===== config.mk =====
export PLATFORM = sky130hd
export DESIGN_NAME = ttl_universal_shift_reg
export DESIGN_NICKNAME = d
export VERILOG_FILES = /design/src/rtl/ttl_universal_shift_reg.sv
export SDC_FILE = /design/constraint.sdc
export NUM_CORES = 1
export LEC_CHECK = 0
export BUFFER_PORTS_ARGS = -buffer_cell sky130_fd_sc_hd__buf_2
export CORE_MARGIN = 4
export CORE_UTILIZATION = 25
export CTS_BUF_LIST = sky130_fd_sc_hd__clkbuf_8
export CTS_CLUSTER_SIZE = 24
export DETAILED_ROUTE_END_ITERATION = 8
export PLACE_DENSITY_LB_ADDON = 0.15
export RECOVER_POWER = 100
export SKIP_CTS_REPAIR_TIMING = 1
export SYNTH_ARGS = -nofsm -noshare
export SYNTH_HDL_FRONTEND = slang
export SYNTH_SLANG_ARGS = --single-unit

===== constraint.sdc =====
create_clock -name clock -period 3.9 [get_ports clock]
set_input_delay 0.78 -clock clock [delete_from_list [all_inputs] [get_ports clock]]
set_output_delay 0.78 -clock clock [all_outputs]
set_load 0.005 [all_outputs]

===== src/rtl/ttl_universal_shift_reg.sv =====
// ttl_universal_shift_reg
//   Parametrised universal shift register with a counted burst engine.
//   Single-step modes: hold, shift right/left, load, rotate right/left,
//   arithmetic shift left, clear. A start command with a shift/rotate mode
//   runs `count` steps back to back, reporting busy/done.
//
//   "Right" moves data from q[0] toward q[WIDTH-1] (legacy Q0->QD flow).
//
// Ports:
//   clock  in   system clock, rising edge
//   mr     in   master reset, synchronous, active-high
//   en     in   clock enable (reset still applies when low)
//   mode   in   [2:0] operation select
//   start  in   begin a counted burst
//   count  in   [CNT_W-1:0] burst step count
//   dsr    in   serial in for shift-right
//   dsl    in   serial in for shift-left
//   d      in   [WIDTH-1:0] parallel load data
//   q      out  [WIDTH-1:0] register contents
//   sol    out  q[WIDTH-1]
//   sor    out  q[0]
//   busy   out  burst in progress
//   done   out  one-cycle pulse when a burst completes
module ttl_universal_shift_reg #(
    parameter int WIDTH = 8,
    parameter int CNT_W = 4
) (
    input  logic             clock,
    input  logic             mr,
    input  logic             en,
    input  logic [2:0]       mode,
    input  logic             start,
    input  logic [CNT_W-1:0] count,
    input  logic             dsr,
    input  logic             dsl,
    input  logic [WIDTH-1:0] d,
    output logic [WIDTH-1:0] q,
    output logic             sol,
    output logic             sor,
    output logic             busy,
    output logic             done
);

    localparam logic [2:0] M_HOLD = 3'b000;
    localparam logic [2:0] M_SHR  = 3'b001;
    localparam logic [2:0] M_SHL  = 3'b010;
    localparam logic [2:0] M_LOAD = 3'b011;
    localparam logic [2:0] M_ROR  = 3'b100;
    localparam logic [2:0] M_ROL  = 3'b101;
    localparam logic [2:0] M_ASL  = 3'b110;
    localparam logic [2:0] M_CLR  = 3'b111;

    typedef enum logic {IDLE, BURST} state_t;

    state_t           state;
    logic [2:0]       bmode;
    logic [CNT_W-1:0] cnt;
    logic             burst_ok;

    // One step of the register for a given operation; shared by single-step
    // and burst paths so both behave identically.
    function automatic logic [WIDTH-1:0] step_op(
        input logic [2:0]       op,
        input logic [WIDTH-1:0] cur,
        input logic             sr,
        input logic             sl,
        input logic [WIDTH-1:0] ld
    );
        logic [WIDTH-1:0] r;
        case (op)
            M_HOLD:  r = cur;
            M_SHR:   r = {cur[WIDTH-2:0], sr};
            M_SHL:   r = {sl, cur[WIDTH-1:1]};
            M_LOAD:  r = ld;
            M_ROR:   r = {cur[WIDTH-2:0], cur[WIDTH-1]};
            M_ROL:   r = {cur[0], cur[WIDTH-1:1]};
            M_ASL:   r = {cur[WIDTH-1], cur[WIDTH-1:1]};
            M_CLR:   r = '0;
            default: r = cur;
        endcase
        return r;
    endfunction

    // Only the shift/rotate modes can be repeated as a burst.
    always_comb begin
        burst_ok = 1'b0;
        case (mode)
            M_SHR, M_SHL, M_ROR, M_ROL, M_ASL: burst_ok = 1'b1;
            default:                           burst_ok = 1'b0;
        endcase
    end

    always_ff @(posedge clock) begin
        if (mr) begin
            q     <= '0;
            busy  <= 1'b0;
            done  <= 1'b0;
            state <= IDLE;
            cnt   <= '0;
            bmode <= M_HOLD;
        end else begin
            done <= 1'b0;
            if (en) begin
                case (state)
                    IDLE: begin
                        if (start && burst_ok) begin
                            // Start edge only arms the engine; q moves next edge.
                            bmode <= mode;
                            cnt   <= count;
                            if (count != '0) begin
                                state <= BURST;
                                busy  <= 1'b1;
                            end else begin
                                done <= 1'b1;
                            end
                        end else begin
                            q <= step_op(mode, q, dsr, dsl, d);
                        end
                    end
                    BURST: begin
                        q   <= step_op(bmode, q, dsr, dsl, d);
                        cnt <= cnt - 1'b1;
                        // Last step: final q and done appear together.
                        if (cnt == CNT_W'(1)) begin
                            state <= IDLE;
                            busy  <= 1'b0;
                            done  <= 1'b1;
                        end
                    end
                    default: state <= IDLE;
                endcase
            end
        end
    end

    assign sol = q[WIDTH-1];
    assign sor = q[0];

endmodule


After elaboration in Yosys (flattened, before gate mapping)
Cells that the tools add are included.

Add/sub/neg operators: 1. Equal/unequal tests: 23. Mux-type cells: 19. Bitwise gates (word level): 2. Reductions and logical operators: 11.

Operators with widths (count): 8-bit case mux with 7 select lines (2); 3-bit == test, second input constant (8); 8-bit case mux with 2 select lines (1); 2-bit != test, second input constant (7); 3-bit by 2-bit == test with 1-bit output, second input constant (4); 1-bit 2-to-1 mux (10); 8-bit 2-to-1 mux (1); 4-bit case mux with 2 select lines (1); 4-bit AND reduction (2); 3-bit by 1-bit == test with 1-bit output, second input constant (2); 3-bit zero test (2); 1-bit case mux with 2 select lines (3); 6-bit AND reduction (1); 5-bit OR reduction (1); 4-bit by 1-bit == test with 1-bit output, second input constant (1); 4-bit 2-to-1 mux (1); 4-bit nonzero test (1); 4-bit by 1-bit subtractor with 4-bit output, second input constant (1); 3-bit AND reduction (1); 2-bit by 1-bit != test with 1-bit output, second input constant (1); 1-bit inverter (2); 2-bit AND reduction (1); 2-bit OR reduction (1); 1-bit logical AND (1).

Flip-flop bits (word level): 18.

Depth between registers and ports, before layout
Word-level depth: 6. Gate-level depth with buffers: 7.

Least setup slack after synthesis
OpenSTA, ideal clock, no wires.

Kind: input to register. Start point: in mode[1]. End point: reg q[5]. Setup time: 0.092 ns. Data arrival time: 1.836 ns. Slack: 1.971 ns. Stages on the path: 5. Path buffers: 1. Path through: buf_2 nor2_1 a32oi_1 mux2_2 o32ai_1.

Word-level cells in the longest chain between the ends: 6. Elaborated cells on any way between the ends: 17. Those cells by class: eq/ne: 9; mux: 4; reduce/logical: 4.

Ends and longest elaborated chain: start: declaration (RTL line 31) `input logic [2:0] mode,`; 3-bit == test, or another cell as far along (RTL line 70, 87); 5-bit OR reduction (RTL line 87) `case (mode)`; 1-bit 2-to-1 mux (RTL line 87); 1-bit logical AND (RTL line 106) `if (start && burst_ok) begin`; 2-bit != test (no source line); 4-bit AND reduction (no source line); end signal: assignment (RTL line 117) `q <= step_op(mode, q, dsr, dsl, d);`; end signal: assignment (RTL line 121) `q <= step_op(bmode, q, dsr, dsl, d);`; end: declaration (RTL line 37) `output logic [WIDTH-1:0] q,`.

Several ways; a longest one is shown, not always the timed one. The select of a mux whose other input is x is not followed. A chain may end at the register's enable or synchronous reset.

Worst setup path after layout
Start point: in mode[0]. End point: reg q[4].

The elaborated chain is that of the path after synthesis.

==> impl_metrics.env <==
export IMPL_status="finished clean"
export IMPL_die_h_um=88.4
export IMPL_grt_remaining_overflow=0
export IMPL_drt_pass1_iter_count=4
export IMPL_root_buffer="clkbuf_8"
export IMPL_nets=255
export IMPL_dr_total_vias=1761
export IMPL_clk_pin_slew_ns=0.08
export IMPL_power_leakage_nw=0.654
export IMPL_viasPerCell=5.72
export IMPL_final_cell_mix="27 x buf_2, 18 x dfxtp_1, 17 x a21oi_1"
export IMPL_core_mm2=0.00631
export IMPL_critPathTopFamily="compound AO/OA/AOI/OAI gates"
export IMPL_hp_class="reg -> reg"
export IMPL_die_w_um=88.4
export IMPL_synth_cells=214
export IMPL_num_antenna_cells=0
export IMPL_tightest_slew_ns=0.878
export IMPL_synth_edf_count=0
export IMPL_rows=29
export IMPL_synth_seq_cells=18
export IMPL_nFillCells=728
export IMPL_yosysSeqAreaShare_pct=22.3
export IMPL_crit_required_ns=4.03
export IMPL_p_int_mw=0.348
export IMPL_maxCapViolCount=0
export IMPL_utilization_pct=28.9
export IMPL_ys_warn_count=0
export IMPL_port_buffers=32
export IMPL_cp_slowest_stage_delay_ns=0.63
export IMPL_setup_tns_ns=0
export IMPL_dpl_hpwl_mm=3.53
export IMPL_synth_cell_type_count=54
export IMPL_syn_avg_cell_area_um2=7.54
export IMPL_regArea_um2=360
export IMPL_crit_chain="clkbuf_1 > a21boi_0 > o21a_1 > o21ai_0 > o32ai_1"
export IMPL_slew_headroom_pct=41.4
export IMPL_dieArea_mm2=0.00781
export IMPL_drtIter0Drc=179
export IMPL_syn_num_nets=237
export IMPL_ctsLongestPathBuffers=2
export IMPL_period_share_pct=69.6
export IMPL_fin_worst_skew_ns=0.00864
export IMPL_pwr_density_cell_mw_per_mm2=287
export IMPL_start_util_pct=25.6
export IMPL_area_growth_pct=12.9
export IMPL_crit_fanout=19
export IMPL_p_switching_mw=0.175
export IMPL_cp_start_kind="input pin"
export IMPL_crit_arrival_ns=2.84
export IMPL_clockPowerShare_pct=31.4
export IMPL_power_mw=0.523
export IMPL_synth_top_flop_cell="dfxtp_1"
export IMPL_route_detailed_drc=0
export IMPL_track_usage_pct=13.6
export IMPL_rsz0062_at_grt="no"
export IMPL_multi_input_area_mm2=0.00111
export IMPL_worst_setup_path_type="in -> reg"
export IMPL_final_common_cell="buf_2"
export IMPL_finalSetupViolCount=0
export IMPL_combPwrFrac_pct=27.3
export IMPL_wirelength_mm=5.04
export IMPL_worst_path_buf_inv=1
export IMPL_cp_end_kind="register"
export IMPL_fin_crit_ns=2.71
export IMPL_cts_htree_levels=1
export IMPL_maxSlewViolCount=0
export IMPL_cts_tree="done"
export IMPL_antenna_found_initial=0
export IMPL_grt_pass1_vias=1660
export IMPL_post_drt_wl_per_cell_um=16.4
export IMPL_cts_made_buffers=3
export IMPL_insertion_delay_ns=0.27
export IMPL_fmax_mhz=369
export IMPL_drive_above_1_share_pct=16.5
export IMPL_grt_max_degree=31
export IMPL_final_antenna_net_count=0
export IMPL_async_flop_share_pct=0
export IMPL_ir_drop_mv=0.117
export IMPL_crit_path_top_delay_cell="clkbuf_1"
export IMPL_switching_share_pct=33.4
export IMPL_seqPwrFrac_pct=41.3
export IMPL_final_cell_area_mm2=0.00182
export IMPL_synth_area_mm2=0.00161
export IMPL_cts_sinks=18
export IMPL_hold_violations=0
export IMPL_ios=33
export IMPL_gp_congestion=0.798
export IMPL_placed_area_mm2=0.00178
export IMPL_grt_pass1_wl_mm=8.42
-- power groups by stage --
stage | registers (mW) | clock network, mW | logic [mW]
3_5_place_dp | 0.220 | 0 | 0.144
3_3_place_gp | 0.221 | 0 | 0.147
5_1_grt | 0.219 | 0.180 | 0.163
2_1_floorplan | 0.209 | 0 | 0.113
6_report | 0.216 | 0.164 | 0.143
4_1_cts | 0.216 | 0.170 | 0.145
-- flip-flops by register name, indices dropped and copies added (netlist names) --
name and cells:
state 1, busy 1, done 1, q 8, cnt 4, bmode 3
-- cell usage after synthesis (2+ instances only) --
master | number | area, um2
a21boi_0 | 2 | 15.0
o41ai_1 | 2 | 17.5
a221oi_1 | 2 | 17.5
dfxtp_1 | 18 | 360
a211oi_1 | 2 | 15.0
clkbuf_1 | 6 | 22.5
nand2_1 | 13 | 48.8
buf_1 | 2 | 7.51
nand2b_1 | 10 | 62.6
o211ai_1 | 8 | 60.1
nor3_1 | 5 | 25.0
or3_1 | 2 | 12.5
nor2b_1 | 6 | 37.5
o221ai_1 | 7 | 61.3
o21ai_0 | 8 | 40.0
or4_1 | 2 | 15.0
buf_4 | 2 | 15.0
o32ai_1 | 4 | 35.0
mux2_2 | 4 | 45.0
nand3b_1 | 3 | 22.5
o31ai_1 | 4 | 30.0
nand3_1 | 10 | 50.1
buf_2 | 9 | 45.0
mux2i_1 | 9 | 90.1
a2111oi_0 | 2 | 17.5
inv_1 | 10 | 37.5
o21a_1 | 2 | 15.0
nand4_1 | 2 | 12.5
and4b_1 | 2 | 20.0
nor2_1 | 15 | 56.3
ha_1 | 2 | 25.0
a21oi_1 | 17 | 85.1
-- final timing paths --
kind	from	to	slack, ns	cells after the start
worst max-delay path	mode[0]	q[4]	1.19	5
worst min-delay path	busy	busy	0.48	2
worst min register to register	busy	busy	0.48	2
worst max register to register	bmode[0]	q[6]	1.75	4
-- cell type report --
class	instances	area share, %
flip-flops and latches	18	19.8
inverters	11	2.27
multi-input cells	165	60.8
clock buffers	4	3.02
well taps	77	5.29
repair buffers	33	8.86
-- per-stage QoR --
stage	setup WS, ns	hold WS (ns)	cells
after CTS	1.73	0.472	308
after floorplan	1.97	0.453	214
after global placement	1.52	0.459	304
after detailed placement	1.53	0.452	304
after global routing	0.866	0.502	308
final	1.19	0.475	308
-- layer usage --
metal  up-vias  track usage (%)  part of all wire [%]
met1       827             18.2                    47
met3         6             3.54                   8.1
met4         0             4.26                   1.4
met5         -                0                     0
met2        68             21.3                    44
li1        860                -                     -
-- worst register-to-register path: cells and delay by family, from the launching register on --
kind,cells,cell delay [ns]
mux,1,0.38
flops,1,0.74
simple gates,1,0.26
compound gates,2,0.70
-- logic make-up after synthesis --
kind of cell    share of synthesized area, %
flops                                   22.3
simple gates                            25.0
compound gates                          33.9
buf+inv                                 8.84
mux                                     8.37
fa+ha+maj                               1.55
Power figures use the tool's default switching activity.
